**config.mk**
```make
export PLATFORM = sky130hd
export DESIGN_NAME = dec_tree_pipe
export DESIGN_NICKNAME = d
export VERILOG_FILES = /design/src/rtl/dec_tree_pkg.sv /design/src/rtl/dec_tree_stage.sv /design/src/rtl/dec_tree_pipe.sv
export SDC_FILE = /design/constraint.sdc
export NUM_CORES = 1
export LEC_CHECK = 0
export BUFFER_PORTS_ARGS = -buffer_cell sky130_fd_sc_hd__buf_4
export CAP_MARGIN = 20
export CORE_ASPECT_RATIO = 1.25
export CORE_MARGIN = 5
export CORE_UTILIZATION = 50
export CTS_BUF_LIST = sky130_fd_sc_hd__clkbuf_8
export CTS_CLUSTER_DIAMETER = 150
export DETAILED_ROUTE_END_ITERATION = 10
export GPL_TIMING_DRIVEN = 0
export PLACE_DENSITY_LB_ADDON = 0.15
export SYNTH_ARGS = -nofsm -noshare
export SYNTH_HDL_FRONTEND = slang
export SYNTH_SLANG_ARGS = --single-unit
```
**constraint.sdc**
```tcl
create_clock -name clk -period 1 [get_ports clk]
set_clock_uncertainty 0.15 [all_clocks]
set_input_delay 0 -clock clk [delete_from_list [all_inputs] [get_ports clk]]
set_output_delay 0 -clock clk [all_outputs]
set_load 0.01 [all_outputs]
```
**src/rtl/dec_tree_pkg.sv**
```systemverilog
`default_nettype none
// ------------------------------------------------------------------
// dec_tree_pkg : shared constants and helpers for the decoder tree
// Rev 1.0
// ------------------------------------------------------------------
package dec_tree_pkg;

  localparam int MAX_SEL_W = 8;

  // Width of the partial one-hot held by tree level k.
  function automatic int stage_w(input int k);
    return 2 ** (k + 1);
  endfunction

  function automatic logic inactive_lvl(input int act_low);
    return (act_low != 0);
  endfunction

endpackage
`default_nettype wire

```
**src/rtl/dec_tree_stage.sv**
```systemverilog
`default_nettype none
// ------------------------------------------------------------------
// dec_tree_stage : one registered 1-to-2 expansion level of the tree
// Rev 1.0
// ------------------------------------------------------------------
module dec_tree_stage
  import dec_tree_pkg::*;
#(
  parameter  int SEL_W = 3,
  parameter  int K     = 0,
  localparam int DW    = stage_w(K),
  localparam int REM_W = (SEL_W - 1 - K > 0) ? (SEL_W - 1 - K) : 1
) (
  input  logic                 clk,
  input  logic                 rst_n,
  input  logic                 v_i,
  input  logic [2**K-1:0]      dec_i,
  input  logic [SEL_W-K-1:0]   sel_i,
  input  logic                 err_i,
  output logic                 rdy_o,
  input  logic                 rdy_i,
  output logic                 v_o,
  output logic [DW-1:0]        dec_o,
  output logic [REM_W-1:0]     rem_o,
  output logic                 err_o
);

  logic             v_q;
  logic             err_q;
  logic [DW-1:0]    dec_q;
  logic [DW-1:0]    dec_d;
  logic [REM_W-1:0] rem_q;
  logic [REM_W-1:0] rem_d;
  logic             w_b;

  assign w_b = sel_i[SEL_W-K-1];

  always_comb begin
    dec_d = '0;
    for (int j = 0; j < 2**K; j++) begin
      dec_d[2*j+1] = dec_i[j] & w_b;
      dec_d[2*j]   = dec_i[j] & ~w_b;
    end
  end

  // The last level has no select bits left to forward.
  if (SEL_W - 1 - K > 0) begin : g_rem
    assign rem_d = sel_i[REM_W-1:0];
  end else begin : g_no_rem
    assign rem_d = '0;
  end

  assign rdy_o = ~v_q | rdy_i;

  always_ff @(posedge clk) begin
    if (!rst_n) begin
      v_q   <= 1'b0;
      dec_q <= '0;
      rem_q <= '0;
      err_q <= 1'b0;
    end else if (rdy_o) begin
      v_q   <= v_i;
      dec_q <= dec_d;
      rem_q <= rem_d;
      err_q <= err_i;
    end
  end

  assign v_o   = v_q;
  assign dec_o = dec_q;
  assign rem_o = rem_q;
  assign err_o = err_q;

endmodule
`default_nettype wire

```
**src/rtl/dec_tree_pipe.sv**
```systemverilog
`default_nettype none
// ------------------------------------------------------------------
// dec_tree_pipe : pipelined N-to-2^N one-hot decoder tree with handshake
// Rev 1.0
// ------------------------------------------------------------------
module dec_tree_pipe
  import dec_tree_pkg::*;
#(
  parameter int SEL_W   = 3,
  parameter int NUM_OUT = 2**SEL_W,
  parameter int ACT_LOW = 0
) (
  input  logic               clk,
  input  logic               rst_n,
  input  logic               in_valid,
  output logic               in_ready,
  input  logic [SEL_W-1:0]   in_sel,
  input  logic               in_en,
  output logic               out_valid,
  input  logic               out_ready,
  output logic [NUM_OUT-1:0] out_dec,
  output logic               out_err
);

  localparam logic [NUM_OUT-1:0] INACTIVE_WORD = {NUM_OUT{inactive_lvl(ACT_LOW)}};

  logic                  w_err0;
  logic                  w_dec0;
  logic                  w_v_last;
  logic                  w_err_last;
  logic [2**SEL_W-1:0]   w_dec_last;
  logic [NUM_OUT-1:0]    w_dec_used;

  // Out-of-range codes still travel as tokens, just with no output bit set.
  assign w_err0 = in_en & ({1'b0, in_sel} >= (SEL_W+1)'(NUM_OUT));
  assign w_dec0 = in_en & ~w_err0;

  for (genvar k = 0; k < SEL_W; k++) begin : g_stage
    localparam int DW = stage_w(k);
    localparam int RW = (SEL_W - 1 - k > 0) ? (SEL_W - 1 - k) : 1;

    logic               v_in;
    logic               err_in;
    logic [2**k-1:0]    dec_in;
    logic [SEL_W-k-1:0] sel_in;
    logic               rdy_nx;
    logic               rdy_o;
    logic               v_o;
    logic               err_o;
    logic [DW-1:0]      dec_o;
    logic [RW-1:0]      rem_o;

    if (k == 0) begin : g_head
      assign v_in   = in_valid;
      assign dec_in = w_dec0;
      assign sel_in = in_sel;
      assign err_in = w_err0;
    end else begin : g_body
      assign v_in   = g_stage[k-1].v_o;
      assign dec_in = g_stage[k-1].dec_o;
      assign sel_in = g_stage[k-1].rem_o;
      assign err_in = g_stage[k-1].err_o;
    end

    if (k == SEL_W - 1) begin : g_tail
      assign rdy_nx = out_ready;
    end else begin : g_mid
      assign rdy_nx = g_stage[k+1].rdy_o;
    end

    dec_tree_stage #(
      .SEL_W (SEL_W),
      .K     (k)
    ) u_stage (
      .clk   (clk),
      .rst_n (rst_n),
      .v_i   (v_in),
      .dec_i (dec_in),
      .sel_i (sel_in),
      .err_i (err_in),
      .rdy_o (rdy_o),
      .rdy_i (rdy_nx),
      .v_o   (v_o),
      .dec_o (dec_o),
      .rem_o (rem_o),
      .err_o (err_o)
    );
  end

  assign in_ready   = g_stage[0].rdy_o;
  assign w_v_last   = g_stage[SEL_W-1].v_o;
  assign w_err_last = g_stage[SEL_W-1].err_o;
  assign w_dec_last = g_stage[SEL_W-1].dec_o;
  assign w_dec_used = w_dec_last[NUM_OUT-1:0];

  assign out_valid = w_v_last;
  assign out_err   = w_v_last & w_err_last;
  assign out_dec   = !w_v_last      ? INACTIVE_WORD :
                     (ACT_LOW != 0) ? ~w_dec_used   : w_dec_used;

endmodule
`default_nettype wire

```
==> results of run 1 <==
layout make-up:
| class | count | area share |
|---|---|---|
| multi-input combinational | 68 | 0.384 |
| sequential | 20 | 0.312 |
| timing repair buffer | 25 | 0.199 |
| clock buffer | 4 | 0.0425 |
| buffer | 6 | 0.0386 |
| tap | 19 | 0.0184 |
| inverter | 2 | 0.00580 |
flip-flops by register name, summed over array words and instances (netlist names):
name / flops
g_stage.u_stage.dec_o: 14
g_stage.u_stage.rem_o: 3
g_stage.u_stage.v_o: 3
final timing paths:
path,slack [ns],depth (start not counted),endpoint
worst max register to register,-0.20,5,g_stage[0].u_stage.dec_o[0]
worst max-delay path,-0.20,5,g_stage[0].u_stage.dec_o[0]
worst min-delay path,-0.07,3,g_stage[1].u_stage.dec_o[1]
worst min register to register,0.30,2,g_stage[2].u_stage.dec_o[1]
what timing repair did:
action,CTS,global route
endpoints found under the hold margin,19,17
endpoints found under the setup margin,29,30
pin swaps,12,1
buffers inserted,3,0
gates resized for setup,22,1
cloned,2,0
per-layer routing:
metal / up-vias / track usage
met4: 0 / 0.104
met3: 6 / 0.0373
met1: 338 / 0.192
li1: 386 / -
met2: 30 / 0.271
met5: - / 0
synthesized netlist by cell type (2+ instances only):
| library cell | instances |
|---|---|
| nand2_1 | 17 |
| o21ai_1 | 7 |
| nand3b_1 | 4 |
| o21ai_2 | 2 |
| inv_1 | 2 |
| nand4b_1 | 2 |
| buf_4 | 4 |
| nand4_1 | 3 |
| a21boi_2 | 2 |
| a21boi_1 | 8 |
| and2_2 | 8 |
| nand3_1 | 7 |
| dfxtp_1 | 20 |
| buf_6 | 2 |
metrics by stage:
| step | area [µm²] | hold slack (ns) |
|---|---|---|
| 5_1_grt | 1290 | -0.0557 |
| 2_1_floorplan | 930 | -0.0126 |
| 6_report | 1290 | -0.0713 |
| 4_1_cts | 1300 | -0.0835 |
| 3_3_place_gp | 1070 | 0.0719 |
| 3_5_place_dp | 1070 | 0.0808 |
kinds of logic (layout without fill, tap and decap cells):
group,count (synthesis),count (layout),share of synthesized area
compound gates,20,20,0.156
buf+inv,10,37,0.0754
flops,20,20,0.439
other cells,1,1,0.00411
simple gates,46,47,0.325
power by group through the flow:
stage | Combinational [µW] | Clock [µW] | Sequential, µW
2_1_floorplan | 75.3 | 0 | 849
3_3_place_gp | 109 | 0 | 852
3_5_place_dp | 112 | 0 | 853
4_1_cts | 149 | 630 | 836
5_1_grt | 165 | 659 | 840
6_report | 151 | 613 | 836
tightest hold or removal path: stages:
cell and delay [ns]:
buf_2 0.16, nand2_1 0.08, o21ai_1 0.05
==> impl_metrics.toml, run 1 <==
[power]
internal_power_uw = 1250
power.share.combinational = 0.094
p_clk_frac = 0.383
leakage_uw = 0.000564
power.total_uw = 1600
ir_worst_vdd_mv = 1.08
netSwitchingPower_uw = 347
swShare = 0.217
power_density_mw_per_mm2 = 1240
sequentialPowerShare = 0.523

[finish]
fin_cells = 144
layout_commonest_cell = "dfxtp_1"
most-common-layout-cells = "19 x dfxtp_1, 17 x nand2_1, 11 x buf_4, 11 x buf_6, 8 x a21boi_1"
num-nets-final = 134
multiInputGateArea_um2 = 497
post_route_cells_drive_above_1_share = 0.400
syn2layout_area_growth_pct = 42.0
area.sequential_um2 = 404
utilization = 0.742
antennaDiodeCount = 0
nFillCells = 134

[place]
dp_worst_setup_slack_ns = -0.141
placed_cells_incl_taps = 132
io_buffers = 16
globalplace.congestion = 0.736
hpwlAfterDp_um = 1210

[detailed_routing]
number_of_vias_after_detailed_routing = 760
drc_violation_count_after_routing = 0
wirelength_met1_um = 718
antenna_left = 0
drt_pre_antenna_iters = 4
route.top_layer_used = "met4"
dr_wl_met3_um = 119
wl_per_cell_um = 13.1
vias_per_cell = 5.28
met2_wirelength_um = 977
dr.first_iter.drc_count = 11
routed_wl_um = 1880

[global_routing]
antenna_found_initial = 0
grt_max_degree = 12
groute.usage.overall = 0.169
grt_first_pass_wirelength_um = 3420
gr-total-overflow = 0
grt_pass1_vias = 788

[worst_setup_path]
crit_start_category = "flip-flop"
crit_fanout = 5
worstPathArrival_ns = 1.20
timing.critical_path.cells = "buf_16 -> nand4b_4 -> buf_6 -> nand4b_1 -> o21ai_1"
worst_setup_path_class = "reg -> reg"
endpoint_required_time_on_the_critical_path_ns = 1.00
critical_path.max_stage_delay_ns = 0.39
critical-path-slowest-cell = "dfxtp_4"
critPathTopFamily = "flip-flops"
timing.critical_path.buf_inv = 2
setup.worst_path.end_class = "flip-flop"
critPathLaunch = "g_stage[2].u_stage.v_o"
worstReg2RegStart = "g_stage[2].u_stage.v_o"

[sta]
final_period_minus_worst_setup_slack_ns = 1.20
finalSetupViolations = 30
min_period_over_period = 1.20
rsz_0062_raised_after_global_routing = "yes"
final_hold_viol_count = 18
min_setup_slack_post_route_ns = -0.203
slew_violations = 0
max_clock_freq_mhz = 831
hold_slack_ns = -0.0713
fin_setup_tns_ns = -4.14

[floorplan]
io-pin-count = 19
placeableCoreArea_mm2 = 0.00174
placementRows = 17
fp.dieArea_mm2 = 0.00278
die_x_um = 48.2
die_h_um = 57.8
start_util = 0.523

[cts]
clock_latency_reported_for_the_late_side_of_the_worst_skew_pair_ns = 0.26
cts_bufs_inserted = 3
hold_fix_buffers_at_cts = 5
cts.root.buffer_cell = "clkbuf_8"
clock_pin_slew_of_the_registers_on_the_worst_case_setup_and_hold_paths_ns = 0.07
tritoncts = "done"
max-clock-path-buffers = 2
clkSinkCount = 20
cts_max_level = 1

[synth]
post_synth_main_area_contributors = "dfxtp_1 44%, nand2_1 7.0%, a21boi_1 6.6%"
syn-instance-count = 97
synth_seq_area_share = 0.439
yosys_warnings = 0
synth_enable_flop_cells = 0
ys_seq_elements = 20
synthDominantCellAreaShare = 0.439
dominantRegCellSynth = "dfxtp_1"
post_synth_net_total = 105
synth_async_sr_flop_share = 0
synth_cell_types = 23
post_synth.cell_area_avg_um2 = 9.40
synthDominantAreaCellType = "dfxtp_1"
syn-cell-area_um2 = 912

[hold_path]
hp-class = "in -> reg"
timing.hold.worst.start = "rst_n"

[status]
status = "finished with violations"
failed_checks = "hold timing, setup timing"

[flow_run]
maxCapViolCount = 0
Note: power is estimated with default switching activity, not from simulation.
==> run 2: changes to the inputs <==
--- a/config.mk
+++ b/config.mk
@@ -7,14 +7,18 @@
 export LEC_CHECK = 0
 export BUFFER_PORTS_ARGS = -buffer_cell sky130_fd_sc_hd__buf_4
 export CAP_MARGIN = 20
+export CELL_PAD_IN_SITES_DETAIL_PLACEMENT = 0
+export CELL_PAD_IN_SITES_GLOBAL_PLACEMENT = 1
 export CORE_ASPECT_RATIO = 1.25
 export CORE_MARGIN = 5
-export CORE_UTILIZATION = 50
+export CORE_UTILIZATION = 37
 export CTS_BUF_LIST = sky130_fd_sc_hd__clkbuf_8
 export CTS_CLUSTER_DIAMETER = 150
 export DETAILED_ROUTE_END_ITERATION = 10
 export GPL_TIMING_DRIVEN = 0
 export PLACE_DENSITY_LB_ADDON = 0.15
+export SLEW_MARGIN = 15
 export SYNTH_ARGS = -nofsm -noshare
 export SYNTH_HDL_FRONTEND = slang
 export SYNTH_SLANG_ARGS = --single-unit
+export TNS_END_PERCENT = 5
==> impl_metrics.toml, run 2 (synthesis results as in run 1) <==
[finish]
most-common-layout-cells = "19 x dfxtp_1, 17 x nand2_1, 14 x buf_6"
max_ffs_per_register = 14
finalInstanceArea_mm2 = 0.00128
nFillCells = 258
layout_commonest_cell = "dfxtp_1"
num-nets-final = 135
syn2layout_area_growth_pct = 40.9
antennaDiodeCount = 0
post_route_cells_drive_above_1_share = 0.405

[detailed_routing]
drt_pre_antenna_iters = 2
dr.first_iter.drc_count = 7
number_of_vias_after_detailed_routing = 742
vias_per_cell = 4.67
wl_per_cell_um = 11.1
drc_violation_count_after_routing = 0
antenna_left = 0
routed_wl_um = 1770

[cts]
clock_pin_slew_of_the_registers_on_the_worst_case_setup_and_hold_paths_ns = 0.07
cts_bufs_inserted = 3
clkSinkCount = 20
tritoncts = "done"
max-clock-path-buffers = 2
cts.root.buffer_cell = "clkbuf_8"
hold_fix_buffers_at_cts = 5
cts_max_level = 1
clock_latency_reported_for_the_late_side_of_the_worst_skew_pair_ns = 0.25

[sta]
hold_slack_ns = -0.0749
finalSetupViolations = 30
final_hold_viol_count = 9
min_setup_slack_post_route_ns = -0.206
slew_violations = 0
min_period_over_period = 1.21
final_period_minus_worst_setup_slack_ns = 1.21
rsz_0062_raised_after_global_routing = "yes"
max_clock_freq_mhz = 829
fin_setup_tns_ns = -4.14

[floorplan]
placeableCoreArea_mm2 = 0.00240
start_util = 0.380
placementRows = 20
die_x_um = 54.4
fp.dieArea_mm2 = 0.00356
die_h_um = 65.5
io-pin-count = 19

[worst_setup_path]
endpoint_required_time_on_the_critical_path_ns = 0.85
worst_setup_path_class = "reg -> out"
rr_endpoint = "g_stage[0].u_stage.dec_o[1]"
worstPathArrival_ns = 1.06
setup.worst_path.end_class = "output pin"
crit_start_category = "flip-flop"
timing.reg2reg.worst_path_depth = 5
worstReg2RegStart = "g_stage[2].u_stage.v_o"
worst_r2r_setup_slack_ns = -0.19
crit_fanout = 10

[place]
placed_area_mm2 = 0.00108
io_buffers = 16
dp_worst_setup_slack_ns = -0.159
globalplace.congestion = 0.662
hpwlAfterDp_um = 1250

[power]
leakage_uw = 0.000544
power_density_mw_per_mm2 = 1160
power.total_uw = 1490
ir_worst_vdd_mv = 0.660

[global_routing]
grt_max_degree = 12
antenna_found_initial = 0
grt_first_pass_wirelength_um = 2970
grt_pass1_vias = 713
gr-total-overflow = 0
groute.usage.overall = 0.114

[status]
failed_checks = "hold timing, setup timing"
status = "finished with violations"

[flow_run]
maxCapViolCount = 0

[hold_path]
holdPathStages = 3
hp-class = "in -> reg"
worstHoldEndpoint = "g_stage[1].u_stage.dec_o[3]"
timing.hold.worst.start = "rst_n"
-- run 2: critical path, cell delays in order, from the launching register on --
cell and delay, ns:
dfxtp_4 0.36, buf_8 0.13, nand4b_4 0.15, buf_6 0.16
-- run 2: per-stage QoR --
stage | utilization | cells | hold slack, ns
6_report | 0.535 | 159 | -0.0749
3_5_place_dp | 0.448 | 146 | 0.0858
5_1_grt | 0.535 | 159 | -0.0582
2_1_floorplan | - | 97 | -0.0135
4_1_cts | 0.517 | 159 | -0.0810
3_3_place_gp | 0.448 | 146 | 0.0701
-- run 2: repair_timing --
action	CTS	global route
setup endpoints to repair	29	30
endpoints found under the hold margin	10	9
resized for setup	11	9
buffers inserted	4	0
pin swaps	0	3
-- run 2: worst max-delay path by stage --
stage,from,slack [ns],end
after floorplan,g_stage[2].u_stage.v_o,-0.11,g_stage[0].u_stage.dec_o[0]
after global routing,g_stage[2].u_stage.v_o,-0.27,in_ready
after CTS,g_stage[2].u_stage.v_o,-0.21,in_ready
after global placement,g_stage[2].u_stage.v_o,-0.13,g_stage[1].u_stage.dec_o[3]
final,g_stage[2].u_stage.v_o,-0.21,in_ready
after detailed placement,g_stage[2].u_stage.v_o,-0.16,g_stage[0].u_stage.dec_o[0]
-- run 2: final cells by class --
type,instances,area [µm²],share of cell area
Buffer,8,72.6,0.0565
Clock buffer,3,41.3,0.0321
Clock inverter,1,3.75,0.00292
Inverter,2,7.51,0.00584
Multi-Input combinational cell,67,473,0.368
Sequential cell,20,404,0.315
Tap cell,33,41.3,0.0321
Timing Repair Buffer,25,241,0.188
-- run 2: layer usage --
metal,vias to the layer above,GRT usage,share of wire
li1,387,-,-
met1,340,0.121,0.42
met2,13,0.199,0.52
met3,2,0.0227,0.049
met4,0,0.0654,0.011
met5,-,0,0
-- run 2: report_power, final --
group | internal [µW] | switching (µW)
combinational | 81.0 | 58.2
clock | 273 | 247
sequential | 814 | 19.4
total | 1170 | 324
==> run 3: changes to the inputs <==
--- a/config.mk
+++ b/config.mk
@@ -10,9 +10,8 @@
 export CELL_PAD_IN_SITES_DETAIL_PLACEMENT = 0
 export CELL_PAD_IN_SITES_GLOBAL_PLACEMENT = 1
 export CORE_ASPECT_RATIO = 1.25
-export CORE_MARGIN = 5
-export CORE_UTILIZATION = 37
-export CTS_BUF_LIST = sky130_fd_sc_hd__clkbuf_8
+export CORE_MARGIN = 2
+export CORE_UTILIZATION = 35
 export CTS_CLUSTER_DIAMETER = 150
 export DETAILED_ROUTE_END_ITERATION = 10
 export GPL_TIMING_DRIVEN = 0
==> impl_metrics.toml, run 3 (synthesis results as in run 1) <==
[floorplan]
fp.dieArea_mm2 = 0.00303
placeableCoreArea_mm2 = 0.00245
placementRows = 20
io-pin-count = 19
die_h_um = 61.1
die_x_um = 49.7
start_util = 0.372

[sta]
final_hold_viol_count = 8
rsz_0062_raised_after_global_routing = "yes"
min_period_over_period = 1.26
hold_slack_ns = -0.0258
final_period_minus_worst_setup_slack_ns = 1.26
finalSetupViolations = 30
slew_violations = 0
min_setup_slack_post_route_ns = -0.263
max_clock_freq_mhz = 792

[finish]
finalInstanceArea_mm2 = 0.00131
max_ffs_per_register = 14
layout_commonest_cell = "dfxtp_1"
most-common-layout-cells = "19 x dfxtp_1, 17 x nand2_1, 12 x buf_6"
nFillCells = 242
antennaDiodeCount = 0
post_route_cells_drive_above_1_share = 0.372
num-nets-final = 138
syn2layout_area_growth_pct = 43.6

[status]
status = "finished with violations"
failed_checks = "hold timing, setup timing"

[power]
power_density_mw_per_mm2 = 1050
leakage_uw = 0.000554
ir_worst_vdd_mv = 0.779

[cts]
clock_pin_slew_of_the_registers_on_the_worst_case_setup_and_hold_paths_ns = 0.11
clkSinkCount = 20
max-clock-path-buffers = 2
tritoncts = "done"
cts_max_level = 1
cts_bufs_inserted = 3
cts.root.buffer_cell = "clkbuf_4"
clock_latency_reported_for_the_late_side_of_the_worst_skew_pair_ns = 0.30
hold_fix_buffers_at_cts = 7

[worst_setup_path]
crit_start_category = "flip-flop"
worstPathArrival_ns = 1.11
endpoint_required_time_on_the_critical_path_ns = 0.85
crit_fanout = 5
worst_setup_path_class = "reg -> out"
setup.worst_path.end_class = "output pin"

[global_routing]
gr-total-overflow = 0
grt_pass1_vias = 666
grt_first_pass_wirelength_um = 2940
groute.usage.overall = 0.130
grt_max_degree = 12
antenna_found_initial = 0

[hold_path]
hp-class = "in -> reg"

[detailed_routing]
antenna_left = 0
wl_per_cell_um = 11.0
drt_pre_antenna_iters = 2
vias_per_cell = 4.63
drc_violation_count_after_routing = 0
routed_wl_um = 1780
number_of_vias_after_detailed_routing = 750
dr.first_iter.drc_count = 4

[place]
io_buffers = 16
globalplace.congestion = 0.684
placed_area_mm2 = 0.00108
hpwlAfterDp_um = 1140

[flow_run]
maxCapViolCount = 0
run 3: cell count changes in the layout (fill, tap and decap cells not counted), moves of 2 or more:
cell,previous run,this run
and2_2,7,3
and2_4,1,5
buf_6,14,12
clkbuf_16,0,2
clkbuf_4,0,3
clkbuf_8,3,0
dlygate4sd3_1,5,7
run 3: layer usage:
| metal | wire (µm) | part of all wire | GRT usage | vias to the layer above |
|---|---|---|---|---|
| met1 | 779 | 0.44 | 0.139 | 338 |
| met5 | 0 | 0 | 0 | - |
| met3 | 66 | 0.037 | 0.0291 | 2 |
| met2 | 919 | 0.52 | 0.240 | 15 |
| met4 | 14 | 0.0079 | 0.0714 | 0 |
| li1 | - | - | - | 395 |
run 3: worst max-delay path: stages, from the launching register on:
cell	delay [ns]
dfxtp_4	0.38
buf_8	0.13
and2_2	0.19
buf_6	0.11
run 3: final timing paths:
kind	start	to	slack, ns	cells after the start
worst max-delay path	g_stage[2].u_stage.v_o	out_dec[4]	-0.26	3
worst min-delay path	rst_n	g_stage[2].u_stage.dec_o[6]	-0.03	2
worst max register to register	g_stage[2].u_stage.v_o	g_stage[1].u_stage.dec_o[1]	-0.25	6
worst min register to register	g_stage[2].u_stage.dec_o[2]	g_stage[2].u_stage.dec_o[2]	0.30	2
run 3: cell type report:
type,instances,area (µm²),share of cell area
multi-input combinational,67,454,0.347
sequential,20,404,0.308
timing repair buffer,28,304,0.232
buffer,8,72.6,0.0554
tap,33,41.3,0.0315
clock buffer,4,26.3,0.0201
inverter,2,7.51,0.00573
run 3: what timing repair did:
item | 4_1_cts | 5_1_grt
gates cloned | 0 | 2
gates resized for setup | 13 | 7
pin swaps | 2 | 4
hold endpoints to repair | 18 | 6
endpoints found under the setup margin | 29 | 30
setup buffers | 3 | 0
run 3: through the flow:
| stage | total power, µW | utilization | instances | worst slack, ns | TNS [ns] |
|---|---|---|---|---|---|
| 5_1_grt | 1460 | 0.534 | 162 | -0.331 | -7.95 |
| 6_report | 1380 | 0.534 | 162 | -0.263 | -5.92 |
| 3_5_place_dp | 960 | 0.439 | 146 | -0.146 | -1.43 |
| 4_1_cts | 1380 | 0.507 | 160 | -0.253 | -5.46 |
| 2_1_floorplan | 920 | - | 97 | -0.113 | -0.898 |
| 3_3_place_gp | 958 | 0.439 | 146 | -0.132 | -1.25 |
run 3: where the power goes:
part           switching (µW)  internal, µW  leakage [µW]
combinational            57.0          91.8      0.000375
sequential               20.3           814      0.000164
clock                     237           155     0.0000150
total                     314          1060      0.000554
